`config.mk`:
```
export PLATFORM = sky130hd
export DESIGN_NAME = cache_ram_ctrl
export DESIGN_NICKNAME = d
export VERILOG_FILES = /design/src/rtl/cache_pkg.sv /design/src/rtl/cache_line_store.sv /design/src/rtl/cache_ram_ctrl.sv
export SDC_FILE = /design/constraint.sdc
export NUM_CORES = 1
export LEC_CHECK = 0
export ABC_CLOCK_PERIOD_IN_PS = 19300
export CAP_MARGIN = 20
export CELL_PAD_IN_SITES_DETAIL_PLACEMENT = 1
export CELL_PAD_IN_SITES_GLOBAL_PLACEMENT = 1
export CORE_UTILIZATION = 30
export CTS_CLUSTER_DIAMETER = 150
export DETAILED_ROUTE_END_ITERATION = 8
export HOLD_SLACK_MARGIN = 0.02
export PLACE_DENSITY_LB_ADDON = 0.15
export SYNTH_ARGS = -nofsm -noshare
export SYNTH_HDL_FRONTEND = slang
export SYNTH_SLANG_ARGS = --single-unit
```
`constraint.sdc`:
```
create_clock -name clk -period 19.3 [get_ports clk]
set_input_delay 1.93 -clock clk [delete_from_list [all_inputs] [get_ports clk]]
set_output_delay 1.93 -clock clk [all_outputs]
set_load 0.02 [all_outputs]
```
`src/rtl/cache_pkg.sv`:
```
// Shared types and constants for the direct-mapped write-through cache.
// State encoding, request mode constants and statistics counter width.
package cache_pkg;

    typedef enum logic [1:0] {
        IDLE    = 2'd0,
        LOOKUP  = 2'd1,
        RAM_ACC = 2'd2,
        RESP    = 2'd3
    } state_t;

    localparam logic CACHE_RD = 1'b0;
    localparam logic CACHE_WR = 1'b1;

    localparam int STATS_W = 32;

endpackage

```
`src/rtl/cache_line_store.sv`:
```
// LINES-deep valid/tag/data line array, combinational read, single write.
// Ports: clk, rst (sync, clears valid bits), i_rd_idx -> o_rd_valid/tag/data; i_we, i_wr_idx/tag/data.
module cache_line_store
    import cache_pkg::*;
#(
    parameter int LINES  = 16,
    parameter int IDX_W  = 4,
    parameter int TAG_W  = 28,
    parameter int DATA_W = 32
) (
    input  logic              clk,
    input  logic              rst,
    input  logic [IDX_W-1:0]  i_rd_idx,
    output logic              o_rd_valid,
    output logic [TAG_W-1:0]  o_rd_tag,
    output logic [DATA_W-1:0] o_rd_data,
    input  logic              i_we,
    input  logic [IDX_W-1:0]  i_wr_idx,
    input  logic [TAG_W-1:0]  i_wr_tag,
    input  logic [DATA_W-1:0] i_wr_data
);

    logic [LINES-1:0]  r_valid;
    logic [TAG_W-1:0]  r_tag  [LINES];
    logic [DATA_W-1:0] r_data [LINES];

    always_ff @(posedge clk) begin
        if (rst) begin
            r_valid <= '0;
        end else if (i_we) begin
            r_valid[i_wr_idx] <= 1'b1;
        end
    end

    // Tag/data need no reset: they are qualified by the valid bit.
    always_ff @(posedge clk) begin
        if (i_we && !rst) begin
            r_tag[i_wr_idx]  <= i_wr_tag;
            r_data[i_wr_idx] <= i_wr_data;
        end
    end

    assign o_rd_valid = r_valid[i_rd_idx];
    assign o_rd_tag   = r_tag[i_rd_idx];
    assign o_rd_data  = r_data[i_rd_idx];

endmodule

```
`src/rtl/cache_ram_ctrl.sv`:
```
// Direct-mapped write-through cache controller with a handshaked backing RAM.
// Ports: req_* (ready/valid request), resp_* (completion pulse), ram_* (RAM handshake);
// hit_cnt/miss_cnt present only when CACHE_STATS_EN is defined.
module cache_ram_ctrl
    import cache_pkg::*;
#(
    parameter int ADDR_W = 32,
    parameter int DATA_W = 32,
    parameter int LINES  = 16
) (
    input  logic              clk,
    input  logic              rst,
    input  logic              req_valid,
    output logic              req_ready,
    input  logic              req_write,
    input  logic [ADDR_W-1:0] req_addr,
    input  logic [DATA_W-1:0] req_wdata,
    output logic              resp_valid,
    output logic [DATA_W-1:0] resp_rdata,
    output logic              resp_hit,
    output logic              ram_req,
    output logic              ram_write,
    output logic [ADDR_W-1:0] ram_addr,
    output logic [DATA_W-1:0] ram_wdata,
    input  logic              ram_ack,
    input  logic [DATA_W-1:0] ram_rdata
`ifdef CACHE_STATS_EN
    ,
    output logic [STATS_W-1:0] hit_cnt,
    output logic [STATS_W-1:0] miss_cnt
`endif
);

    localparam int IDX_W = $clog2(LINES);
    localparam int TAG_W = ADDR_W - IDX_W;

    state_t r_state;
    state_t w_next;

    logic              r_write;
    logic [ADDR_W-1:0] r_addr;
    logic [DATA_W-1:0] r_wdata;
    logic [DATA_W-1:0] r_rdata;
    logic              r_hit;

    logic              w_line_valid;
    logic [TAG_W-1:0]  w_line_tag;
    logic [DATA_W-1:0] w_line_data;
    logic              w_hit;
    logic              w_ack;
    logic              w_line_we;
    logic              w_is_rd;

    assign w_is_rd = (r_write == CACHE_RD);
    assign w_hit   = w_line_valid && (w_line_tag == r_addr[ADDR_W-1:IDX_W]);
    assign w_ack   = (r_state == RAM_ACC) && ram_ack;
    // Read misses allocate; writes only refresh a line that already hit.
    assign w_line_we = w_ack && (w_is_rd || r_hit);

    cache_line_store #(
        .LINES  (LINES),
        .IDX_W  (IDX_W),
        .TAG_W  (TAG_W),
        .DATA_W (DATA_W)
    ) u_store (
        .clk        (clk),
        .rst        (rst),
        .i_rd_idx   (r_addr[IDX_W-1:0]),
        .o_rd_valid (w_line_valid),
        .o_rd_tag   (w_line_tag),
        .o_rd_data  (w_line_data),
        .i_we       (w_line_we),
        .i_wr_idx   (r_addr[IDX_W-1:0]),
        .i_wr_tag   (r_addr[ADDR_W-1:IDX_W]),
        .i_wr_data  (w_is_rd ? ram_rdata : r_wdata)
    );

    always_ff @(posedge clk) begin
        if (rst) r_state <= IDLE;
        else     r_state <= w_next;
    end

    always_comb begin
        w_next = r_state;
        unique case (r_state)
            IDLE:    if (req_valid) w_next = LOOKUP;
            LOOKUP:  w_next = (w_is_rd && w_hit) ? RESP : RAM_ACC;
            RAM_ACC: if (ram_ack) w_next = RESP;
            RESP:    w_next = IDLE;
            default: w_next = IDLE;
        endcase
    end

    always_ff @(posedge clk) begin
        if (rst) begin
            r_write <= 1'b0;
            r_addr  <= '0;
            r_wdata <= '0;
            r_rdata <= '0;
            r_hit   <= 1'b0;
        end else begin
            if (r_state == IDLE && req_valid) begin
                r_write <= req_write;
                r_addr  <= req_addr;
                r_wdata <= req_wdata;
            end
            if (r_state == LOOKUP) begin
                r_hit <= w_hit;
                if (w_is_rd && w_hit) r_rdata <= w_line_data;
            end
            if (w_ack && w_is_rd) r_rdata <= ram_rdata;
        end
    end

    // Handshake outputs are masked in the reset cycle itself.
    assign req_ready  = !rst && (r_state == IDLE);
    assign resp_valid = !rst && (r_state == RESP);
    assign resp_rdata = r_rdata;
    assign resp_hit   = r_hit;
    assign ram_req    = (r_state == RAM_ACC);
    assign ram_write  = r_write;
    assign ram_addr   = r_addr;
    assign ram_wdata  = r_wdata;

`ifdef CACHE_STATS_EN
    logic [STATS_W-1:0] r_hit_cnt;
    logic [STATS_W-1:0] r_miss_cnt;

    always_ff @(posedge clk) begin
        if (rst) begin
            r_hit_cnt  <= '0;
            r_miss_cnt <= '0;
        end else if (r_state == RESP) begin
            if (r_hit) begin
                if (r_hit_cnt != '1) r_hit_cnt <= r_hit_cnt + 1'b1;
            end else begin
                if (r_miss_cnt != '1) r_miss_cnt <= r_miss_cnt + 1'b1;
            end
        end
    end

    assign hit_cnt  = r_hit_cnt;
    assign miss_cnt = r_miss_cnt;
`endif

endmodule
```
==> results of run 1 <==
## worst max-delay path by stage
stage,depth (start not counted),to,slack [ns]
2_1_floorplan,5,u_store.r_data[12][0],11.99
3_3_place_gp,7,u_store.r_tag[14][4],13.43
3_5_place_dp,7,u_store.r_tag[10][3],13.47
4_1_cts,10,resp_rdata[22],13.93
5_1_grt,10,resp_rdata[21],13.70
6_report,10,resp_rdata[31],14.07
## worst reg2reg max path: cells and delay by family, from the launching register on
family	cells	cell delay (ns)
compound gates	5	1.67
flops	1	0.65
buf+inv	2	1.30
simple gates	2	0.80
mux	1	0.66
## synth_stat cells, drive strengths merged, types with 4 or more instances
| library cell | n |
|---|---|
| a221oi | 6 |
| mux2i | 106 |
| inv | 9 |
| a21oi | 71 |
| o2111ai | 5 |
| buf | 64 |
| nor4 | 6 |
| ha | 5 |
| nor2 | 24 |
| nand3 | 11 |
| nand4 | 6 |
| mux2 | 39 |
| and4 | 4 |
| xor2 | 10 |
| mux4 | 255 |
| nand2b | 5 |
| a22oi | 17 |
| nand3b | 4 |
| nor2b | 12 |
| nand2 | 146 |
| dfxtp | 120 |
| edfxtp | 960 |
| nor3 | 9 |
| a21o | 18 |
| a211oi | 64 |
| and2 | 6 |
| clkbuf | 64 |
| o22ai | 5 |
| xnor2 | 23 |
## stage by stage
step           setup WS [ns]  utilization (%)
2_1_floorplan          11.99                -
3_3_place_gp           13.43            33.33
3_5_place_dp           13.47            33.36
4_1_cts                13.93            36.10
5_1_grt                13.70            36.10
6_report               14.07            36.10
## kinds of logic (layout without fill, tap and decap cells)
logic type               Yosys count  in the layout
AO/OA/AOI/OAI                    206            206
XOR/XNOR                          33             33
adder cells (fa/ha/maj)            5              5
buffers and inverters            137            493
flip-flops                      1080           1080
multiplexers                     400            400
other                              0              1
AND/OR/NAND/NOR                  247            247
## cell type report
cell class              instances  area [um2]
flip-flops and latches       1080       31250
fillers                     13650       89270
diodes                          1       2.502
inverters                       9       33.78
clock buffers                 166        3288
multi-input cells             891       10460
repair buffers                260        2506
clock inverters                58       544.3
well taps                    1876        2347
## metal layers
layer	vias to the layer above	wire length [um]
li1	9166	-
met1	11510	54940
met2	466	57540
met3	140	4863
met4	0	2121
met5	-	0
## sequential cells by signal, indices dropped and copies added, names as in the netlist, named ones only
| name | flops |
|---|---|
| u_store.r_data | 512 |
| u_store.r_tag | 448 |
| ram_addr | 32 |
| ram_wdata | 32 |
| resp_rdata | 32 |
| u_store.r_valid | 16 |
| r_state | 2 |
| ram_write | 1 |
| resp_hit | 1 |
## power by group
part / switching, mW / internal, mW
Sequential: 0.101 / 2.68
Combinational: 0.596 / 0.422
Clock: 0.917 / 1.31
==> impl_metrics.csv, run 1 <==
group,metric,value,unit
clock_network,cts.sinks,1080,
synthesis,synth_cells,2108,
timing,tns,0,ns
grt,grt_pass1_wl,170900,um
synthesis,synth-adder-area-share,0.1480,%
critical_path,endpoint_kind,"flip-flop",
placement,io_buffers,201,
routing,dr.first_iter.drc_count,1420,
critical_path,crit_arrival,5.78,ns
critical_path,critPathLaunchType,"flip-flop",
grt,globalRouteMet3Util,3.064,%
cells_and_area,final_cell_mix,"960 x edfxtp_1, 248 x mux4_2, 200 x clkdlybuf4s50_1, 144 x nand2_1, 122 x clkbuf_16",
synthesis,yosysUniqueCellTypes,59,
critical_path,path_max_fanout,55,
critical_path,cp_slowest_stage_delay,0.81,ns
critical_path,reg2reg_depth,10,
critical_path,crit_top_cell,"buf_4",
synthesis,synth_top_area_share,68.21,%
floorplanning,start_util,30.25,%
routing,drc,0,
flow_run,max_cap_violations,0,
critical_path,crit_family,"compound AO/OA/AOI/OAI gates",
synthesis,synth-edff-count,960,
floorplanning,dieArea,0.1424,mm2
synthesis,async_flop_share,0,%
timing,finalCritPeriodShare,27.08,%
synthesis,avgSynthCellArea,20.05,um2
clock_network,cts-resized-gates,0,
power,ir_drop,0.08985,mV
hold_path,holdPathEnd,"u_store.r_valid[10]",
placement,place_area,0.04660,mm2
synthesis,synthTopCellsByArea,"edfxtp_1 68%, mux4_2 13%, dfxtp_1 5.7%",
timing,drv_slew,0,
synthesis,yosys_register_bits,1080,
timing,setup_viol_count_final,0,
timing,clock-skew-final,0.01970,ns
grt,antenna_found_initial,1,
clock_network,post_cts_buffers,0,
synthesis,synth_mux_area_share,17.20,%
routing,num_vias,21290,
hold_path,hp-class,"reg2reg",
critical_path,critPathRequiredTime,19.86,ns
critical_path,critical_path_buf_inv_count,2,
clock_network,clk_pin_slew,0.06,ns
grt,grt_pass1_vias,23170,
placement,gp_congestion,0.7204,
clock_network,cts-htree-levels,3,
synthesis,synthXorXnorAreaFrac,0.6839,%
grt,grt_start_max_net_pins,121,
synthesis,synth_area,0.04226,mm2
power,p_leak,15.59,nW
synthesis,synth-simple-area-share,2.730,%
timing,max_freq,191.4,MHz
routing,wl_per_cell,27.52,um
floorplanning,io_pins,202,
floorplanning,die_x,377.3,um
grt,grt_use_total,16.84,%
cells_and_area,final_nets,2467,
cells_and_area,layout.cells.non_filler,4341,
synthesis,yosysWarnings,0,
clock_network,cts_buffer_depth,3,
critical_path,path_class,"reg2reg",
power,power_density,119.5,mW/mm2
synthesis,yosys.area.top_type,"edfxtp_1",
critical_path,rrSetupSlack,14.07,ns
clock_network,cts_buffers,119,
grt,grt_util_met1,23.15,%
cells_and_area,drive_gt1_share,23.74,%
placement,dp_hpwl,68640,um
power,p_total,6.029,mW
timing,rsz0062_at_grt,"no",
routing,ant_nets,0,
status,status,"finished, final reports clean",
routing,first_pass_iters,5,
critical_path,critical-path-slowest-cell,"buf_4",
critical_path,path_cells,"buf_4 > mux4_2 > a22oi_1 > a31oi_1 > nor4_1 > o2111ai_1 > nor4_4 > buf_4 > a21o_4 > a211oi_2",
hold_path,hold_depth,1,
grt,grt_overflow,0,
clock_network,cts_hold_buffers,0,
synthesis,ys_seq_area_share,73.90,%
timing,tightest_slew,1.060,ns
timing,relSlewSlack,29.17,%
clock_network,clk_latency,0.71,ns
cells_and_area,final_area,0.05043,mm2
routing,finalWirelength,119500,um
synthesis,syn_nets,2214,
floorplanning,die_h,377.3,um
synthesis,synth-compound-area-share,3.680,%
synthesis,synth-main-ff-cell,"edfxtp_1",
critical_path,r2r_end,"resp_rdata[31]",
clock_network,cts_tree,"done",
grt,grt_util_met2,27.75,%
timing,min_period,5.226,ns
placement,dp_cells,4116,
cells_and_area,final_common_cell,"edfxtp_1",
timing,hold_viol_final,0,
floorplanning,core,0.1397,mm2
grt,busiest_layer,"met2",
clock_network,cts-root-buf,"clkbuf_16",
routing,routed_via_density,4.903,
hold_path,min_from,"u_store.r_valid[10]",
synthesis,synth_top_family_by_area,"multiplexers",
timing,hold_ws,0.4518,ns
cells_and_area,areaGrowthSynthToFinish,19.34,%
floorplanning,rows,137,
Power figures use the tool's default switching activity.
==> run 2: changes to the inputs <==
--- a/config.mk
+++ b/config.mk
@@ -5,7 +5,7 @@
 export SDC_FILE = /design/constraint.sdc
 export NUM_CORES = 1
 export LEC_CHECK = 0
-export ABC_CLOCK_PERIOD_IN_PS = 19300
+export ABC_CLOCK_PERIOD_IN_PS = 4390
 export CAP_MARGIN = 20
 export CELL_PAD_IN_SITES_DETAIL_PLACEMENT = 1
 export CELL_PAD_IN_SITES_GLOBAL_PLACEMENT = 1
==> constraint.sdc (replaced) <==
create_clock -name clk -period 4.39 [get_ports clk]
set_input_delay 0.439 -clock clk [delete_from_list [all_inputs] [get_ports clk]]
set_output_delay 0.439 -clock clk [all_outputs]
set_load 0.02 [all_outputs]
==> impl_metrics.csv, run 2 (synthesized netlist as in run 1, its figures left out) <==
group,metric,value,unit
cells_and_area,final_area,0.05114,mm2
timing,drv_slew,0,
clock_network,cts_buffer_depth,3,
critical_path,crit_top_cell,"buf_12",
cells_and_area,final_cell_mix,"960 x edfxtp_1, 248 x mux4_2, 200 x clkdlybuf4s50_1, 144 x nand2_1, 119 x clkbuf_16",
placement,dp_hpwl,72660,um
hold_path,hold_depth,3,
clock_network,cts-root-buf,"clkbuf_16",
critical_path,crit_cells,11,
timing,rsz0062_at_grt,"no",
cells_and_area,top_regs,"u_store.r_data (512), u_store.r_tag (448)",
floorplanning,start_util,30.25,%
placement,place_area,0.04734,mm2
placement,io_buffers,201,
floorplanning,dieArea,0.1424,mm2
critical_path,crit_family,"compound AO/OA/AOI/OAI gates",
routing,ant_nets,0,
clock_network,cts_tree,"done",
floorplanning,die_h,377.3,um
power,p_leak,15.89,nW
critical_path,endpoint_kind,"flip-flop",
critical_path,reg2reg_depth,11,
cells_and_area,largest_reg_flops,512,
critical_path,cp_slowest_stage_delay,0.85,ns
status,status,"finished, final reports clean",
grt,grt_use_total,17.67,%
critical_path,critPathLaunchType,"flip-flop",
clock_network,clk_pin_slew,0.06,ns
routing,wl_per_cell,28.59,um
cells_and_area,drive_gt1_share,25.61,%
floorplanning,rows,137,
timing,hold_viol_final,0,
routing,finalWirelength,125700,um
critical_path,crit_arrival,4.70,ns
cells_and_area,seq_area,0.03125,mm2
floorplanning,io_pins,202,
timing,clock-skew-final,0.03254,ns
critical_path,path_max_fanout,37,
power,power_density,519.4,mW/mm2
routing,num_vias,21960,
placement,dp_cells,4169,
cells_and_area,final_common_cell,"edfxtp_1",
cells_and_area,areaGrowthSynthToFinish,21.00,%
placement,gp_congestion,0.7429,
clock_network,cts-htree-levels,3,
flow_run,max_cap_violations,0,
critical_path,critical-path-slowest-cell,"dfxtp_4",
timing,finalCritPeriodShare,94.08,%
clock_network,cts_buffers,118,
timing,min_period,4.130,ns
timing,relSlewSlack,35.24,%
critical_path,path_cells,"buf_4 > mux4_2 > mux2i_1 > xnor2_1 > o32a_1 > a221o_1 > nor4_4 > buf_12 > a21o_4 > buf_12 > a211oi_2",
clock_network,post_cts_buffers,0,
floorplanning,die_x,377.3,um
grt,antenna_found_initial,3,
power,ir_drop,0.2953,mV
routing,drc,0,
critical_path,critPathRequiredTime,4.96,ns
routing,first_pass_iters,5,
grt,grt_pass1_wl,178500,um
timing,max_freq,242.1,MHz
routing,routed_via_density,4.996,
critical_path,path_class,"reg2reg",
routing,dr.first_iter.drc_count,1460,
clock_network,cts.sinks,1080,
grt,grt_pass1_vias,23890,
timing,setup_viol_count_final,0,
cells_and_area,fillCellCount,13570,
floorplanning,core,0.1397,mm2
timing,tightest_slew,0.9715,ns
critical_path,critical_path_buf_inv_count,3,
cells_and_area,final_nets,2520,
hold_path,hp-class,"in2reg",
cells_and_area,layout.cells.non_filler,4396,
clock_network,clk_latency,0.74,ns
grt,grt_start_max_net_pins,57,
cells_and_area,largest-register,"u_store.r_data",
cells_and_area,multi_input_area,0.01049,mm2
grt,grt_overflow,0,
[run 2: cell types whose count changed in the layout (fill, tap and decap cells not counted), moves of 2 or more]
cell,before,now
clkinv_2,26,23
inv_16,0,2
buf_12,4,29
clkinvlp_4,1,6
buf_4,55,83
clkbuf_8,7,18
nor3_4,0,4
nor3_2,5,1
clkbuf_16,122,119
clkinv_1,17,11
bufinv_16,10,4
[run 2: repair_timing]
action | CTS | global route
hold buffers | 1 | 0
hold endpoints to repair | 9 | 0
resized for setup | 0 | 0
[run 2: final cells by class]
type                       count  area share [%]
inverter                       9         0.06606
tap                         1876           4.590
timing repair buffer         314           6.310
clock inverter                51          0.8221
sequential                  1080           61.12
antenna                        1        0.004894
multi-input combinational    891           20.51
clock buffer                 174           6.579
[run 2: path summary, 6_finish.rpt]
check / start / endpoint / slack, ns
setup / recovery: flip-flop / resp_rdata[29] / 0.26
hold / removal: req_wdata[17] / ram_wdata[17] / 0.25
setup reg to reg: flip-flop / resp_rdata[29] / 0.26
hold reg to reg: u_store.r_valid[2] / u_store.r_valid[2] / 0.45
[run 2: metrics by stage]
stage	power [mW]	setup slack, ns	utilization (%)	setup TNS (ns)	hold WS, ns
after floorplan	15.10	-0.4396	-	-288.41	0.4211
after detailed placement	17.21	0.2139	33.89	0	0.4396
after CTS	26.97	0.1823	36.60	0	0.1868
after global routing	27.56	0.007474	36.60	0	0.2212
after global placement	17.10	0.2405	33.89	0	0.4269
final	26.56	0.2597	36.60	0	0.2516
[run 2: power by group]
part	switching (mW)	internal (mW)
Combinational	2.63	1.97
Clock	4.14	5.54
Sequential	0.513	11.8
Total	7.28	19.3
[run 2: worst min-delay path, delay by kind of cell]
kind	cells	cell delay (ns)
buffers and inverters	1	0.40
AOI/OAI and AO/OA	1	0.05
and+or+nand+nor	1	0.06
[run 2: metal layers]
| layer | up-vias | track usage [%] | routed length (um) |
|---|---|---|---|
| li1 | 9283 | - | - |
| met4 | 0 | 3.781 | 2274 |
| met3 | 155 | 2.513 | 4541 |
| met5 | - | 0 | 0 |
| met2 | 485 | 28.95 | 60040 |
| met1 | 12040 | 24.88 | 58810 |
==> run 3: changes to the inputs <==
--- a/config.mk
+++ b/config.mk
@@ -13,7 +13,7 @@
 export CTS_CLUSTER_DIAMETER = 150
 export DETAILED_ROUTE_END_ITERATION = 8
 export HOLD_SLACK_MARGIN = 0.02
-export PLACE_DENSITY_LB_ADDON = 0.15
+export PLACE_DENSITY = 0.64
 export SYNTH_ARGS = -nofsm -noshare
 export SYNTH_HDL_FRONTEND = slang
 export SYNTH_SLANG_ARGS = --single-unit
==> impl_metrics.csv, run 3 (synthesized netlist as in run 1, its figures left out) <==
group,metric,value,unit
status,status,"finished, final reports clean",
power,ir_drop,0.3168,mV
grt,antenna_found_initial,3,
cells_and_area,drive_gt1_share,25.69,%
cells_and_area,final_nets,2520,
placement,dp_cells,4172,
power,p_leak,15.95,nW
placement,io_buffers,201,
routing,wl_per_cell,26.57,um
flow_run,max_cap_violations,0,
grt,grt_overflow,0,
placement,dp_hpwl,69090,um
timing,setup_viol_count_final,0,
grt,grt_use_total,16.30,%
cells_and_area,top_regs,"u_store.r_data (512), u_store.r_tag (448)",
timing,rsz0062_at_grt,"no",
floorplanning,dieArea,0.1424,mm2
clock_network,cts.sinks,1080,
cells_and_area,final_area,0.05121,mm2
floorplanning,core,0.1397,mm2
critical_path,critPathRequiredTime,4.97,ns
floorplanning,io_pins,202,
clock_network,post_cts_buffers,0,
critical_path,path_class,"reg2reg",
routing,finalWirelength,116700,um
routing,routed_via_density,5.024,
clock_network,cts_tree,"done",
placement,place_area,0.04730,mm2
floorplanning,die_x,377.3,um
timing,relSlewSlack,24.35,%
cells_and_area,largest_reg_flops,512,
timing,finalCritPeriodShare,92.80,%
clock_network,cts_buffer_depth,3,
timing,min_period,4.074,ns
critical_path,path_max_fanout,32,
timing,tns,0,ns
cells_and_area,final_cell_mix,"960 x edfxtp_1, 248 x mux4_2, 200 x clkdlybuf4s50_1, 144 x nand2_1, 117 x clkbuf_16",
clock_network,cts-root-buf,"clkbuf_16",
cells_and_area,final_common_cell,"edfxtp_1",
cells_and_area,largest-register,"u_store.r_data",
cells_and_area,diodes,0,
floorplanning,start_util,30.25,%
timing,hold_viol_final,0,
cells_and_area,areaGrowthSynthToFinish,21.16,%
timing,drv_slew,0,
hold_path,hp-class,"in2reg",
routing,ant_nets,0,
routing,num_vias,22060,
critical_path,endpoint_kind,"flip-flop",
clock_network,cts-htree-levels,3,
cells_and_area,layout.cells.non_filler,4391,
timing,clock-skew-final,0.04220,ns
clock_network,clk_latency,0.72,ns
power,power_density,520.6,mW/mm2
routing,first_pass_iters,7,
clock_network,clk_pin_slew,0.06,ns
grt,grt_pass1_vias,23710,
floorplanning,rows,137,
critical_path,crit_arrival,4.65,ns
grt,grt_start_max_net_pins,60,
routing,dr.first_iter.drc_count,1871,
critical_path,critPathLaunchType,"flip-flop",
grt,grt_pass1_wl,167500,um
floorplanning,die_h,377.3,um
placement,gp_congestion,0.7746,
clock_network,cts_buffers,114,
timing,hold_ws,0.2125,ns
routing,drc,0,
clock_network,cts-resized-gates,0,
timing,tightest_slew,1.135,ns
power,p_total,26.66,mW
clock_network,cts_hold_buffers,0,
timing,max_freq,245.5,MHz
-- run 3: changes by cell type in the layout (fill, tap and decap cells not counted), moves of 4 or more --
cell,before,now
clkinv_1,11,19
clkbuf_8,18,12
clkinvlp_4,6,2
bufinv_16,4,12
clkbuf_1,37,25
buf_4,83,92
-- run 3: metrics by stage --
stage | setup WS (ns) | util (%)
2_1_floorplan | -0.4396 | -
3_3_place_gp | 0.2496 | 33.86
3_5_place_dp | 0.1319 | 33.86
4_1_cts | 0.09448 | 36.63
5_1_grt | 0.07698 | 36.65
6_report | 0.3159 | 36.65
-- run 3: metal layers --
metal | wire length (um) | GRT usage (%)
met2 | 56780 | 26.87
met1 | 49920 | 21.78
met5 | 0 | 0
met3 | 7537 | 3.278
met4 | 2423 | 4.518
-- run 3: worst max-delay path, cell delays in order, from the launching register on --
cell	delay, ns
dfxtp_2	0.78
buf_12	0.29
mux4_1	0.62
mux4_2	0.51
xnor2_1	0.20
nand4_1	0.30
nor4_4	0.34
buf_4	0.22
a21o_4	0.47
a211oi_1	0.15
-- run 3: where the power goes --
group,total (mW),internal [mW],switching [mW],leakage [nW]
registers,12.3,11.8,0.515,9.79
logic,4.51,1.96,2.55,4.27
clock network,9.86,5.81,4.05,1.90
total,26.7,19.5,7.12,16.0
-- run 3: final timing paths --
| kind | cells after the start | endpoint | startpoint | slack, ns |
|---|---|---|---|---|
| worst min register to register | 1 | u_store.r_valid[14] | u_store.r_valid[14] | 0.45 |
| worst min-delay path | 2 | ram_wdata[0] | rst | 0.21 |
| worst max-delay path | 9 | resp_rdata[21] | flip-flop | 0.32 |
| worst max register to register | 9 | resp_rdata[21] | flip-flop | 0.32 |
-- run 3: layout make-up --
type	count	area (um2)
clock inverter	63	688.2
fill	13720	88500
sequential	1080	31250
inverter	9	33.78
multi-input combinational	891	10480
timing repair buffer	318	3213
tap	1876	2347
clock buffer	154	3187
